`config.mk`:
```
export PLATFORM = sky130hd
export DESIGN_NAME = mem_port_arbiter
export DESIGN_NICKNAME = d
export VERILOG_FILES = /design/src/rtl/mem_port_arbiter.sv
export SDC_FILE = /design/constraint.sdc
export NUM_CORES = 1
export LEC_CHECK = 0
export BUFFER_PORTS_ARGS = -buffer_cell sky130_fd_sc_hd__buf_2
export CELL_PAD_IN_SITES_DETAIL_PLACEMENT = 1
export CELL_PAD_IN_SITES_GLOBAL_PLACEMENT = 1
export CORE_ASPECT_RATIO = 2
export CORE_MARGIN = 2
export CORE_UTILIZATION = 37
export CTS_CLUSTER_DIAMETER = 200
export DETAILED_ROUTE_END_ITERATION = 16
export MAX_ROUTING_LAYER = met4
export PLACE_DENSITY = 0.91
export SLEW_MARGIN = 30
export SYNTH_ARGS = -nofsm -noshare
export SYNTH_HDL_FRONTEND = slang
export SYNTH_SLANG_ARGS = --single-unit
```
`constraint.sdc`:
```
create_clock -name clk -period 2.2 [get_ports clk]
set_input_delay 0.11 -clock clk [delete_from_list [all_inputs] [get_ports clk]]
set_output_delay 0.11 -clock clk [all_outputs]
set_load 0.02 [all_outputs]
```
`src/rtl/mem_port_arbiter.sv`:
```
// Shares one single-ported memory between instruction fetch and load/store.
// Data accesses win by default; a starvation counter bounds how long a fetch waits.
module mem_port_arbiter #(
  parameter int ADDR_W     = 16,
  parameter int DATA_W     = 32,
  parameter int STARVE_MAX = 4
) (
  input  logic              clk,
  input  logic              rst,
  input  logic              if_req,
  input  logic [ADDR_W-1:0] if_addr,
  input  logic              if_flush,
  output logic [DATA_W-1:0] if_rdata,
  output logic              if_valid,
  output logic              if_stall,
  input  logic              d_req,
  input  logic              d_we,
  input  logic [ADDR_W-1:0] d_addr,
  input  logic [DATA_W-1:0] d_wdata,
  output logic [DATA_W-1:0] d_rdata,
  output logic              d_valid,
  output logic              d_stall,
  output logic              mem_en,
  output logic              mem_we,
  output logic [ADDR_W-1:0] mem_addr,
  output logic [DATA_W-1:0] mem_wdata,
  input  logic [DATA_W-1:0] mem_rdata,
  input  logic              mem_ready
);

  localparam logic [1:0] ST_IDLE  = 2'd0;
  localparam logic [1:0] ST_ACC_I = 2'd1;
  localparam logic [1:0] ST_ACC_D = 2'd2;
  localparam logic [3:0] STARVE_LIM = 4'(STARVE_MAX);

  logic [1:0]        state_q, state_d;
  logic [3:0]        starve_cnt_q, starve_cnt_d;
  logic              flushed_q, flushed_d;
  logic              mem_en_q, mem_en_d;
  logic              mem_we_q, mem_we_d;
  logic [ADDR_W-1:0] mem_addr_q, mem_addr_d;
  logic [DATA_W-1:0] mem_wdata_q, mem_wdata_d;
  logic              if_valid_q, if_valid_d;
  logic              d_valid_q, d_valid_d;
  logic [DATA_W-1:0] if_rdata_q, if_rdata_d;
  logic [DATA_W-1:0] d_rdata_q, d_rdata_d;

  logic d_elig, i_elig, grant_d, grant_i;

  // A requester whose completion is pulsing this cycle is masked so a held
  // request is not served a second time.
  assign d_elig  = d_req & ~d_valid_q;
  assign i_elig  = if_req & ~if_valid_q & ~if_flush;
  assign grant_d = (state_q == ST_IDLE) & d_elig & (~i_elig | (starve_cnt_q < STARVE_LIM));
  assign grant_i = (state_q == ST_IDLE) & i_elig & ~grant_d;

  always_comb begin
    // NOTE: every variable gets a default first so no path leaves it unassigned (no latch).
    state_d      = state_q;
    flushed_d    = flushed_q;
    mem_en_d     = mem_en_q;
    mem_we_d     = mem_we_q;
    mem_addr_d   = mem_addr_q;
    mem_wdata_d  = mem_wdata_q;
    if_valid_d   = 1'b0;
    d_valid_d    = 1'b0;
    if_rdata_d   = if_rdata_q;
    d_rdata_d    = d_rdata_q;
    starve_cnt_d = starve_cnt_q;

    case (state_q)
      ST_IDLE: begin
        if (grant_d) begin
          state_d     = ST_ACC_D;
          mem_en_d    = 1'b1;
          mem_we_d    = d_we;
          mem_addr_d  = d_addr;
          mem_wdata_d = d_wdata;
        end else if (grant_i) begin
          state_d     = ST_ACC_I;
          mem_en_d    = 1'b1;
          mem_we_d    = 1'b0;
          mem_addr_d  = if_addr;
          mem_wdata_d = '0;
        end
      end
      ST_ACC_I: begin
        if (if_flush) flushed_d = 1'b1;
        if (mem_ready) begin
          state_d   = ST_IDLE;
          mem_en_d  = 1'b0;
          flushed_d = 1'b0;
          // A flush arriving in the completion cycle still discards the fetch.
          if (!(flushed_q || if_flush)) begin
            if_valid_d = 1'b1;
            if_rdata_d = mem_rdata;
          end
        end
      end
      ST_ACC_D: begin
        if (mem_ready) begin
          state_d   = ST_IDLE;
          mem_en_d  = 1'b0;
          d_valid_d = 1'b1;
          if (!mem_we_q) d_rdata_d = mem_rdata;
        end
      end
      default: begin
        state_d   = ST_IDLE;
        mem_en_d  = 1'b0;
        flushed_d = 1'b0;
      end
    endcase

    if (!if_req || grant_i) begin
      starve_cnt_d = '0;
    end else if (grant_d && (starve_cnt_q < STARVE_LIM)) begin
      starve_cnt_d = starve_cnt_q + 4'd1;
    end
  end

  // NOTE: sequential state uses non-blocking assignments so all flops update together.
  always_ff @(posedge clk or negedge rst) begin
    if (!rst) begin
      state_q      <= ST_IDLE;
      starve_cnt_q <= '0;
      flushed_q    <= 1'b0;
      mem_en_q     <= 1'b0;
      mem_we_q     <= 1'b0;
      mem_addr_q   <= '0;
      mem_wdata_q  <= '0;
      if_valid_q   <= 1'b0;
      d_valid_q    <= 1'b0;
      if_rdata_q   <= '0;
      d_rdata_q    <= '0;
    end else begin
      state_q      <= state_d;
      starve_cnt_q <= starve_cnt_d;
      flushed_q    <= flushed_d;
      mem_en_q     <= mem_en_d;
      mem_we_q     <= mem_we_d;
      mem_addr_q   <= mem_addr_d;
      mem_wdata_q  <= mem_wdata_d;
      if_valid_q   <= if_valid_d;
      d_valid_q    <= d_valid_d;
      if_rdata_q   <= if_rdata_d;
      d_rdata_q    <= d_rdata_d;
    end
  end

  assign mem_en    = mem_en_q;
  assign mem_we    = mem_we_q;
  assign mem_addr  = mem_addr_q;
  assign mem_wdata = mem_wdata_q;
  assign if_valid  = if_valid_q;
  assign if_rdata  = if_rdata_q;
  assign d_valid   = d_valid_q;
  assign d_rdata   = d_rdata_q;
  assign if_stall  = if_req & ~if_valid_q;
  assign d_stall   = d_req & ~d_valid_q;

endmodule

```
* Word-level counts from Yosys, hierarchy flattened
Index checks and enable logic that the tools add are counted.
Word-level totals: register bits 123, input port bits 103, logic and storage cells 72
Cells by class: add/subtract/negate cells 1, $lt $le $gt $ge 1, equal/unequal tests 5, multiplexer cells 24, bitwise gates (word level) 16, reduce and logical (&&, ||, !) cells 14
Operator list (number):
- 32-bit 2-to-1 mux | 2
- 16-bit 2-to-1 mux | 2
- 1-bit 2-to-1 mux | 12
- 4-bit 2-to-1 mux | 2
- 1-bit inverter | 8
- 1-bit AND | 7
- 2-bit 2-to-1 mux | 3
- 3-bit inequality test, second input constant | 2
- 2-bit AND reduction | 3
- 3-bit AND reduction | 2
- 4-bit by 1-bit adder with 4-bit output, second input constant | 1
- 4-bit by 3-bit less-than comparator with 1-bit output, second input constant | 1
- 1-bit case mux with 2 select lines | 2
- 2-bit case mux with 2 select lines | 1
- 2-bit nonzero test | 2
- 2-bit OR reduction | 2
- 2-bit by 1-bit equality test with 1-bit output, second input constant | 1
- 2-bit equality test, second input constant | 1
- 2-bit zero test | 1
- 1-bit logical OR | 2
- 2-bit by 1-bit inequality test with 1-bit output, second input constant | 1
- 1-bit logical AND | 1
- 1-bit zero test | 1
- 1-bit bitwise OR | 1

* Longest topological paths before layout
depth in word-level cells 11, gate-level depth with buffers 7, gate-level depth less buffers 5

* Worst setup path before layout
Ideal clock, no wire load.
kind flip-flop to flip-flop, start point reg state_q[1], end point reg if_rdata_q[0] (netlist: if_rdata[0]), library setup time 0.128 ns, data arrival time 1.492 ns, data required time 2.072 ns, path slack 0.581 ns, stages on the path, launching flop included 7, buffers on the path 2, period minus slack after synthesis 1.619 ns, cells stage by stage dfrtp_1 inv_1 ha_1 nor4bb_1 buf_2 buf_4 mux2_1
On the way: longest elaborated chain between the ends 2
Ends and longest elaborated chain:
- start: declaration | line 36 | logic [1:0] state_q, state_d;
- start signal: assignment | line 137 | state_q <= state_d;
- 2-bit by 1-bit equality test with 1-bit output | line 71 | case (state_q)
- 3-bit AND reduction (no line)
- end signal: assignment | line 146 | if_rdata_q <= if_rdata_d;
- end: declaration | line 45 | logic [DATA_W-1:0] if_rdata_q, if_rdata_d;
Every way passes these cells. A chain may end at the register's enable or synchronous reset.

* Worst setup path in the final report
start point reg state_q[1], end point reg mem_addr_q[11] (netlist: mem_addr[11])
On the way: longest elaborated chain between the ends 7, elaborated cells on any way between the ends 9, classes of those cells 1 x mux; 5 x bitwise; 3 x reduce/logical
Ends and longest elaborated chain:
- 2-bit zero test (*) | line 54, 55, 71
- 1-bit AND (2 in a row) | line 54 | assign grant_d = (state_q == ST_IDLE) & d_elig & (~i_elig | (starve_cnt_q < STARVE_LIM));
- 1-bit inverter | line 55 | assign grant_i = (state_q == ST_IDLE) & i_elig & ~grant_d;
- 1-bit AND | line 55
- 2-bit nonzero test (no line)
- 2-bit AND reduction (no line)
- end signal: assignment | line 142 | mem_addr_q <= mem_addr_d;
- end: declaration | line 41 | logic [ADDR_W-1:0] mem_addr_q, mem_addr_d;
Every way passes the cells marked *; elsewhere a longest branch is shown, timed or not.

==> key figures <==
Final layout
  • Layout cells sized above 1: 0.423
  • Area growth from synthesis to layout: 56.3%
  • Nets: 763
  • Final Util: 0.586
  • Antenna diodes: 0

Clock network
  • Inserted Clock Buffers: 17
  • Bufs on Longest Clock Path: 2
  • # H-tree levels: 4
  • Clk slew on worst S/H paths: 0.06 ns
  • Root Buffer: clkbuf_16
  • Clk sinks: 123
  • CTS tree: done
  • Worst-skew pair later-pin latency: 0.41 ns

Timing
  • Fin crit period: 1.95 ns
  • Setup_tns: 0 ns
  • Worst Clk Skew: 0.0124 ns
  • Setup WS post-layout: 0.249 ns
  • Final setup violating endpoints: 0
  • Least-Margin Pin Slew: 0.623 ns
  • Max-slew violations: 0
  • RSZ-0062 raised after global routing: false
  • Fmax: 0.513 GHz
  • Hold Worst Slack: 0.0387 ns
  • Final hold violations: 0
  • Max transition margin: 0.583
  • Final period util: 0.887

Place
  • Hpwl dp: 9.62 mm
  • Post-Place Setup Slack: 0.340 ns
  • Final Wtd Congestion: 0.773
  • I/O Buffers: 220

Floorplan
  • Die height: 168 microns
  • # rows: 60
  • Num ports: 221
  • Die ar.: 14500 sq um
  • Initial core utilization: 0.375
  • Core area: 13300 sq um
  • Die W: 86.0 microns

Synthesis
  • Distinct cells, synth: 34
  • Synth async-reset ratio: 1.00
  • Synth Area in XOR/XNOR: 0
  • Mapped Cells: 347
  • Synth Flop Type: dfrtp_1
  • Syn Area/Cell: 14.3 sq um
  • Yosys warnings: 0
  • Post-Synth Adder-Cell Area: 0.0101
  • Sequential fraction of the synthesis area: 0.618
  • Post-synthesis compound-gate area fraction: 0.128
  • Post-synthesis simple-gate area fraction: 0.0485
  • Yosys reg bits: 123
  • Synthesized cell area: 4980 sq um
  • Mapped Nets: 454
  • Mux cell area share after synthesis: 0.145
  • Largest family of logic cells by synthesized area: multiplexers
  • Post-synth EDFFs: 0

Pwr
  • LEAKAGE: 0.00397 uW
  • Worst vdd ir: 0.916 mV
  • Switching Fraction: 0.392
  • Switching power: 4580 uW
  • Pwr dens: 1500 nW/um^2
  • Clock power frac: 0.257
  • Reg power frac: 0.335
  • Share of total power in combinational logic: 0.408
  • Pint: 7100 uW

Worst setup path
  • R2R Setup Slk: 0.25 ns
  • Setup crit start kind: flip-flop
  • Critical path class: reg -> reg
  • Crit. End Element: flip-flop
  • Arrival @ worst endpoint: 2.22 ns
  • CP max FO: 16
  • Required time worst endpoint: 2.47 ns

GRT
  • Initial antenna violation count: 0
  • GRT Total Usage: 0.242
  • Pin count of the biggest net entering global routing: 48
  • Total grt overflow: 0
  • Vias in the first global route: 4821
  • First-pass GRT wire length: 26.0 mm

Flow run
  • Max-cap viol count: 0

Route
  • WL per Instance: 20.4 microns
  • Vias: 4217
  • Iter 0 DRT Violations: 142
  • Drt pass-1 iters: 4
  • Post-DRT Antenna Nets: 0
  • Drt total wl: 16.8 mm
  • Vias/cell: 5.12
  • Remaining DRCs: 0

Run status
  • Outcome: finished, final reports clean

Min path
  • Min-delay worst type: in -> reg
## worst max-delay path: stages (launching register included)
cell       delay (ns)
dfrtp_1          0.40
inv_1            0.09
ha_1             0.32
nand4bb_1        0.30
buf_4            0.29
nor3_1           0.34
a221oi_2         0.07
## worst paths after layout
path,start,endpoint,cells after the start
setup / recovery,state_q[1],mem_addr[11],6
hold / removal,if_req,starve_cnt_q[1],2
setup reg to reg,state_q[1],mem_addr[11],6
hold reg to reg,if_rdata[18],if_rdata[18],1
max in group asynchronous,rst,if_rdata[21],3
min in group asynchronous,rst,mem_addr[4],2
## synth_stat cells (2+ instances only)
| master | number | share of area |
|---|---|---|
| dfrtp_1 | 123 | 0.62 |
| mux2_1 | 64 | 0.14 |
| inv_1 | 35 | 0.026 |
| a22o_1 | 34 | 0.060 |
| a221oi_2 | 16 | 0.048 |
| nor3_1 | 16 | 0.016 |
| buf_4 | 9 | 0.014 |
| buf_2 | 7 | 0.0070 |
| clkbuf_1 | 5 | 0.0038 |
| ha_1 | 4 | 0.010 |
| nor2b_1 | 4 | 0.0050 |
| nand2b_1 | 3 | 0.0038 |
| a21boi_1 | 2 | 0.0030 |
| a21oi_1 | 2 | 0.0020 |
| nor2_1 | 2 | 0.0015 |
| o211ai_1 | 2 | 0.0030 |
| o21ai_0 | 2 | 0.0020 |
## area by class of cell
class                      instances  area, sq um
fill                            1341         5500
sequential                       123         3080
timing repair buffer             311         2070
multi-input combinational        168         1680
clock buffer                      18          439
clock inverter                    14          194
tap                              155          194
inverter                          35          131
## cell usage in the layout, fill, tap and decap left out, types with 2 or more instances in the layout
| cell type | synthesis | final |
|---|---|---|
| a21boi_1 | 2 | 2 |
| a21oi_1 | 2 | 2 |
| a221oi_2 | 16 | 16 |
| a22o_1 | 34 | 34 |
| buf_12 | 0 | 6 |
| buf_2 | 7 | 219 |
| buf_4 | 9 | 4 |
| bufinv_16 | 0 | 4 |
| clkbuf_16 | 0 | 17 |
| clkinv_2 | 0 | 3 |
| clkinv_4 | 0 | 3 |
| clkinvlp_4 | 0 | 2 |
| dfrtp_1 | 123 | 123 |
| dlygate4sd3_1 | 0 | 82 |
| ha_1 | 4 | 4 |
| inv_1 | 35 | 35 |
| inv_6 | 0 | 2 |
| mux2_1 | 64 | 64 |
| nand2b_1 | 3 | 2 |
| nor2_1 | 2 | 2 |
| nor2b_1 | 4 | 4 |
| nor3_1 | 16 | 16 |
| o211ai_1 | 2 | 2 |
| o21ai_0 | 2 | 2 |
## metrics by stage
step / cell area [sq um] / total power, uW / instances
finish: 7780 / 11700 / 824
global route: 7780 / 12300 / 824
CTS: 7780 / 11600 / 824
detailed placement: 6330 / 8440 / 710
global placement: 6330 / 8220 / 710
floorplan: 4980 / 6680 / 347
## flip-flops by register name (all words and copies together), names as in the netlist
signal	count
d_rdata	32
if_rdata	32
mem_wdata	32
mem_addr	16
starve_cnt_q	4
state_q	2
d_valid	1
flushed_q	1
if_valid	1
mem_en	1
mem_we	1
## kinds of logic after synthesis
group	count (synthesis)
buffers and inverters	56
AO/OA/AOI/OAI	64
multiplexers	64
flip-flops	123
AND/OR/NAND/NOR	36
adder cells (fa/ha/maj)	4
## power groups by stage
| stage | clock network, uW | registers, uW | logic (uW) |
|---|---|---|---|
| 2_1_floorplan | 0 | 5070 | 1610 |
| 3_3_place_gp | 0 | 3820 | 4400 |
| 3_5_place_dp | 0 | 3870 | 4570 |
| 4_1_cts | 3060 | 3870 | 4690 |
| 5_1_grt | 3160 | 4030 | 5070 |
| 6_report | 3000 | 3910 | 4760 |
## per-layer routing
| layer | GRT usage | share of wire | up-vias |
|---|---|---|---|
| met1 | 0.276 | 0.38 | 2107 |
| met3 | 0.0554 | 0.071 | 21 |
| li1 | - | - | 1868 |
| met5 | - | 0 | - |
| met4 | 0.0932 | 0.021 | 0 |
| met2 | 0.408 | 0.52 | 221 |
## repair_timing
item                       in CTS  in global routing
hold endpoints to repair      146                  0
hold buffers                   82                  0
setup buffers                   0                  0
gates resized for setup         0                  0
setup endpoints to repair       0                  0
Power figures use the tool's default switching activity.
